## config.mk

```make
export PLATFORM = sky130hd
export DESIGN_NAME = bit_serializer_flat
export DESIGN_NICKNAME = d
export VERILOG_FILES = /design/src/rtl/bit_serializer_if.sv /design/src/rtl/bit_serializer.sv /design/src/flat_wrapper.sv
export SDC_FILE = /design/constraint.sdc
export NUM_CORES = 1
export LEC_CHECK = 0
export CORE_MARGIN = 2
export CORE_UTILIZATION = 45
export CTS_CLUSTER_DIAMETER = 100
export DETAILED_ROUTE_END_ITERATION = 8
export DONT_BUFFER_PORTS = 1
export PLACE_DENSITY_LB_ADDON = 0.2
export SETUP_SLACK_MARGIN = 0.4
export SLEW_MARGIN = 20
export SYNTH_ARGS = -nofsm -noshare
export SYNTH_HDL_FRONTEND = slang
export SYNTH_SLANG_ARGS = --single-unit
```

## constraint.sdc

```tcl
create_clock -name clk -period 1.8 [get_ports clk]
set_input_delay 0.18 -clock clk [delete_from_list [all_inputs] [get_ports clk]]
set_output_delay 0.18 -clock clk [all_outputs]
set_load 0.005 [all_outputs]
```

## src/rtl/bit_serializer_if.sv

```systemverilog
// Parallel-word handshake between an upstream producer and the bit serializer.
// The producer drives the master side; the serializer uses the slave side.
interface bit_serializer_if #(
    parameter int WIDTH = 8
) ();
    logic             in_valid;
    logic             in_ready;
    logic [WIDTH-1:0] in_data;

    modport master (
        output in_valid,
        output in_data,
        input  in_ready
    );

    modport slave (
        input  in_valid,
        input  in_data,
        output in_ready
    );
endinterface

```

## src/rtl/bit_serializer.sv

```systemverilog
// Parallel-to-serial front end for the sequence-detector path.
// A one-word holding register ahead of the shifter lets words stream back-to-back with no idle bit.
module bit_serializer #(
    parameter int   WIDTH     = 8,
    parameter bit   MSB_FIRST = 1'b1,
    parameter logic IDLE_BIT  = 1'b0
) (
    input  logic             clk,
    input  logic             reset,
    bit_serializer_if.slave  in_if,
    input  logic             ser_en,
    output logic             data_out,
    output logic             bit_valid,
    output logic             word_start,
    output logic             word_last,
    output logic             busy
);
    localparam int CW = $clog2(WIDTH) + 1;

    logic [WIDTH-1:0] hold_reg;
    logic             hold_full;
    logic [WIDTH-1:0] shift_reg;
    logic [CW-1:0]    cnt;
    logic             accept;
    logic             load;

    function automatic logic first_bit(input logic [WIDTH-1:0] w);
        return MSB_FIRST ? w[WIDTH-1] : w[0];
    endfunction

    function automatic logic [WIDTH-1:0] advance(input logic [WIDTH-1:0] w);
        return MSB_FIRST ? (w << 1) : (w >> 1);
    endfunction

    // Accept and load can never coincide: accept needs an empty holding register, load a full one.
    assign in_if.in_ready = !hold_full;
    assign accept         = in_if.in_valid && !hold_full;
    assign load           = ser_en && (cnt == '0) && hold_full;
    assign busy           = hold_full || (cnt != '0);

    always_ff @(posedge clk) begin
        if (reset) begin
            hold_full <= 1'b0;
        end else if (accept) begin
            hold_reg  <= in_if.in_data;
            hold_full <= 1'b1;
        end else if (load) begin
            hold_full <= 1'b0;
        end
    end

    // The first bit of a freshly loaded word leaves on the load edge itself, so the
    // shifter keeps only the remaining WIDTH-1 bits.
    always_ff @(posedge clk) begin
        if (reset) begin
            cnt        <= '0;
            data_out   <= IDLE_BIT;
            bit_valid  <= 1'b0;
            word_start <= 1'b0;
            word_last  <= 1'b0;
        end else if (ser_en) begin
            if (cnt != '0) begin
                data_out   <= first_bit(shift_reg);
                shift_reg  <= advance(shift_reg);
                cnt        <= cnt - CW'(1);
                bit_valid  <= 1'b1;
                word_start <= 1'b0;
                word_last  <= (cnt == CW'(1));
            end else if (hold_full) begin
                data_out   <= first_bit(hold_reg);
                shift_reg  <= advance(hold_reg);
                cnt        <= CW'(WIDTH - 1);
                bit_valid  <= 1'b1;
                word_start <= 1'b1;
                word_last  <= 1'b0;
            end else begin
                data_out   <= IDLE_BIT;
                bit_valid  <= 1'b0;
                word_start <= 1'b0;
                word_last  <= 1'b0;
            end
        end
    end
endmodule

```

## src/flat_wrapper.sv

```systemverilog
// flat-port wrapper written by rule: the top's interface ports become plain ports
module bit_serializer_flat 
#(
    parameter int   WIDTH     = 8,
    parameter bit   MSB_FIRST = 1'b1,
    parameter logic IDLE_BIT  = 1'b0
)
  (clk, reset, ser_en, data_out, bit_valid, word_start, word_last, busy, in_if_in_valid, in_if_in_data, in_if_in_ready);
  bit_serializer_if #(.WIDTH(WIDTH)) in_if_i ();
  input  logic clk;
  input  logic reset;
  input  logic ser_en;
  output logic data_out;
  output logic bit_valid;
  output logic word_start;
  output logic word_last;
  output logic busy;
  input wire logic [$bits(in_if_i.in_valid)-1:0] in_if_in_valid;
  input wire logic [$bits(in_if_i.in_data)-1:0] in_if_in_data;
  output wire logic [$bits(in_if_i.in_ready)-1:0] in_if_in_ready;
  assign in_if_i.in_valid = in_if_in_valid;
  assign in_if_i.in_data = in_if_in_data;
  assign in_if_in_ready = in_if_i.in_ready;
  bit_serializer #(.WIDTH(WIDTH), .MSB_FIRST(MSB_FIRST), .IDLE_BIT(IDLE_BIT)) u_core (.clk(clk), .reset(reset), .in_if(in_if_i), .ser_en(ser_en), .data_out(data_out), .bit_valid(bit_valid), .word_start(word_start), .word_last(word_last), .busy(busy));
endmodule
```

# Word-level counts from Yosys, hierarchy flattened

Index checks and enable logic that the tools add are counted.

Word-level logic and storage cells: 36
Memory bits (read-only): 0
Bits in writable memories: 0
Latch bits: 0
Memories kept: 0
Register bits after elaboration: 24
Input port bits: 12

Bitwise gates (word level): 1
Equality and inequality tests: 1
Shift operators: 0
$add $sub $neg: 1
Multiplexer cells: 12
Multipliers: 0
Reduce and logical (&&, ||, !) cells: 12
Div/mod/pow operators: 0
Order comparisons: 0

Operator list:

| kind                | number |
|---|---|
| $mux 8              | 2 |
| $mux 1              | 8 |
| $mux 4              | 2 |
| $eq 4x1->1 const B  | 1 |
| $logic_not 4->1     | 1 |
| $reduce_and 2->1    | 2 |
| $reduce_bool 2->1   | 2 |
| $reduce_bool 4->1   | 1 |
| $sub 4x1->4 const B | 1 |
| $logic_and 1x1->1   | 3 |
| $reduce_and 3->1    | 1 |
| $logic_not 1->1     | 1 |
| $logic_or 1x1->1    | 1 |
| $not 1->1           | 1 |

# Longest topological paths before layout

Depth after elaboration: 5
Depth in mapped cells: 6
Mapped depth without buffers: 5

# Least setup slack after synthesis

No wires, ideal clock.

Kind: register -> register
Start: register u_core.cnt[0]
End: register u_core.shift_reg[1], enable pin
Required time: 1.440 ns
Slack: 0.155 ns
Stages on the path, launching flop included: 6
Data arrival time: 1.284 ns
Path buffers: 0
Cell sequence: dfxtp_1 > inv_1 > ha_1 > or4b_4 > nand2_1 > nor2_1

Cells in the longest elaborated chain, start to end: 3

RTL lines:

| element                     | RTL line             | RTL |
|---|---|---|
| start, declared             | bit_serializer.sv:23 | `logic [CW-1:0] cnt;` |
| start signal, assigned      | bit_serializer.sv:65 | `cnt <= cnt - CW'(1);` |
| start signal, assigned      | bit_serializer.sv:72 | `cnt <= CW'(WIDTH - 1);` |
| $reduce_bool 4->1           | bit_serializer.sv:62 | `if (cnt != '0) begin` |
| $reduce_bool 2->1 (no line) | --                   |  |
| $reduce_and 3->1 (no line)  | --                   |  |
| end signal, assigned        | bit_serializer.sv:64 | `shift_reg <= advance(shift_reg);` |
| end signal, assigned        | bit_serializer.sv:71 | `shift_reg <= advance(hold_reg);` |
| end, declared               | bit_serializer.sv:22 | `logic [WIDTH-1:0] shift_reg;` |

No other way between the ends.
A chain may end at the register's enable or synchronous reset.

# Worst setup path after layout

Start: register u_core.cnt[1]
End: output port busy

Cells in the longest elaborated chain, start to end: 2

RTL lines:

| element           | RTL line             | RTL |
|---|---|---|
| $reduce_bool 4->1 | bit_serializer.sv:39 | `assign busy = hold_full \|\| (cnt != '0);` |
| $logic_or 1x1->1  | bit_serializer.sv:39 |  |
| end, declared     | flat_wrapper.sv:17   | `output logic busy;` |

No other way between the ends.

==> flow_metrics.tcl <==
set metrics [dict create \
    avgRoutedWirePerCell_um 14.27 \
    ys_ff_latch 24 \
    syn_avg_cell_area_um2 11.57 \
    cp_max_fo 3 \
    start_util_pct 49.12 \
    worst_pin_slew_ns 0.4383 \
    rsz0062_at_grt "yes" \
    clock.fmax_mhz 642.1 \
    cap_violations 0 \
    root_buffer "clkbuf_4" \
    ys_warn_count 0 \
    n_fill_cell 148 \
    placed_area_mm2 0.001035 \
    vias_per_cell 5.174 \
    syn_inst 85 \
    synth_fp_nets 99 \
    hold_violations 0 \
    cp_data_required_time_ns 1.62 \
    io-pin-count 18 \
    final_max_slew_viol_count 0 \
    die_x_um 50.75 \
    seq_area_um2 633.1 \
    yosysUniqueCellTypes 25 \
    drc 0 \
    drive_gt1_share_pct 29.52 \
    antenna_left 0 \
    r2r_setup_slack_ns 0.27 \
    core_mm2 0.002002 \
    power_density_mw_per_mm2 1097 \
    n_antenna_cell 0 \
    cts_buffers 3 \
    end_kind "output port" \
    die_h_um 50.75 \
    finalCritPeriodShare_pct 86.52 \
    grt_max_degree 15 \
    reg2reg_depth 8 \
    insertion_delay_ns 0.32 \
    dp_hpwl_um 1040 \
    outcome "finished clean" \
    hp-class "in2reg" \
    routabilityCongestion 0.7587 \
    power.leakage_nw 0.4906 \
    tns_ns 0 \
    finalCriticalPeriod_ns 1.557 \
    grt_antenna_before_repair 0 \
    ir_drop_mv 0.7255 \
    first_global_vias 701 \
    ys_seq_area_share_pct 64.12 \
    drt_wl_total_um 1883 \
    fin_nets 120 \
    worstSetupEndpoint "busy" \
    synth_area_um2 983.4 \
    clk_pin_slew_worst_paths_ns 0.13 \
    cts_tree "yes" \
    cts_max_level 1 \
    row_count 16 \
    rr_startpoint "u_core.cnt[1]" \
    reg2reg_to "u_core.data_out" \
    syn2layout_area_growth_pct 31.43 \
    grt_pass1_wl_um 3146 \
    io_buffer_count 0 \
    critPathLaunch "u_core.cnt[1]" \
    die-area_mm2 0.002576 \
    grt_overflow 0 \
    design_area_mm2 0.001292 \
    crit_arrival_ns 1.38 \
    via_count 683 \
    final_common_cell "nand2_1" \
    layout_common_cells "nand2_1 (21), edfxtp_1 (15), dlygate4sd3_1 (11), dfxtp_1 (7)" \
    multi_input_area_um2 375.4 \
    finalSetupViolCount 0 \
    crit_type "reg2out" \
    drtIter0Drc 18 \
    largest_reg_flops 8 \
    slew_headroom_pct 70.68 \
    skew_ns 0.01080 \
    clock_sinks 24 \
    drt-pass1-iter-count 4 \
    grt_use_total_pct 16.72 \
    cp-start-kind "flop" \
    cts_buffer_depth 2 \
]
==> power by group <==
group	switching [mW]	leakage, nW	internal, mW
clock	0.161	0.0279	0.225
combinational	0.172	0.249	0.177
sequential	0.0331	0.214	0.650
total	0.366	0.491	1.05
==> cell families (layout without fill, tap and decap cells) <==
| kind of cell | Yosys count | in the layout | share of synthesized area (%) |
|---|---|---|---|
| AO/OA/AOI/OAI | 10 | 10 | 6.998 |
| adder cells (fa/ha/maj) | 2 | 2 | 2.544 |
| buffers and inverters | 7 | 27 | 4.325 |
| flip-flops | 24 | 24 | 64.12 |
| multiplexers | 1 | 1 | 1.018 |
| AND/OR/NAND/NOR | 41 | 41 | 20.99 |
==> critical path, stage by stage, from the launching register on <==
cell and delay [ns]:
dfxtp_2 0.35, inv_2 0.07, ha_4 0.13, or4b_4 0.50
==> final cells by class <==
| class | instances | area share [%] |
|---|---|---|
| sequential | 24 | 48.98 |
| multi-input combinational | 54 | 29.04 |
| timing repair buffer | 20 | 14.42 |
| tap | 27 | 2.614 |
| clock inverter | 1 | 2.323 |
| clock buffer | 3 | 1.742 |
| inverter | 3 | 0.8712 |
==> metal layers <==
| metal | up-vias | global-route usage (%) | part of all wire (%) |
|---|---|---|---|
| met2 | 15 | 28.95 | 51 |
| met3 | 0 | 6.548 | 4.7 |
| met5 | - | 0 | 0 |
| met4 | 0 | 1.351 | 0 |
| met1 | 334 | 20.55 | 44 |
| li1 | 334 | - | - |
==> worst min-delay path by stage <==
stage,endpoint,cells after the start,from
after global placement,u_core.word_last,1,reset
after CTS,u_core.word_start,2,ser_en
final,u_core.hold_full,2,in_if_in_valid
after floorplan,u_core.hold_reg[0],0,in_if_in_data[0]
after global routing,u_core.hold_full,2,in_if_in_valid
after detailed placement,u_core.word_last,1,reset
==> synth_stat cells <==
library cell,count,area share (%)
dfxtp_1,9,18
inv_1,3,1.1
edfxtp_1,15,46
nor4b_1,1,0.89
nand2b_1,3,1.9
buf_2,1,0.51
nor2_1,6,2.3
or4b_4,1,1.4
buf_4,2,1.5
a31o_1,1,0.89
mux2i_1,1,1.0
nand2_1,22,8.4
ha_1,2,2.5
or3b_1,1,0.89
a311oi_1,2,1.8
buf_6,1,1.1
and2_1,1,0.64
nand3_1,2,1.0
a31o_2,1,0.89
nor3b_1,1,0.76
nor3b_2,1,1.3
nand4b_1,1,0.89
a21oi_1,5,2.5
or3_1,1,0.64
a21oi_2,1,0.89
==> metrics by stage <==
step	utilization, %	power [mW]	hold WS, ns	worst slack [ns]	cells
4_1_cts	63.13	1.410	0.004031	0.2374	131
3_5_place_dp	51.69	0.9321	0.2521	0.2716	110
3_3_place_gp	51.69	0.9269	0.2507	0.3277	110
5_1_grt	64.56	1.499	0.02113	0.1902	132
6_report	64.56	1.418	0.02672	0.2426	132
2_1_floorplan	-	0.8894	0.2789	0.3812	85
==> what timing repair did <==
| action | 4_1_cts | 5_1_grt |
|---|---|---|
| endpoints found under the hold margin | 17 | 1 |
| pin swaps | 2 | 5 |
| hold buffers | 10 | 1 |
| cloned | 1 | 0 |
| endpoints found under the setup margin | 17 | 22 |
| setup buffers | 6 | 0 |
| gates resized for setup | 5 | 7 |
Note: power is estimated with default switching activity, not from simulation.
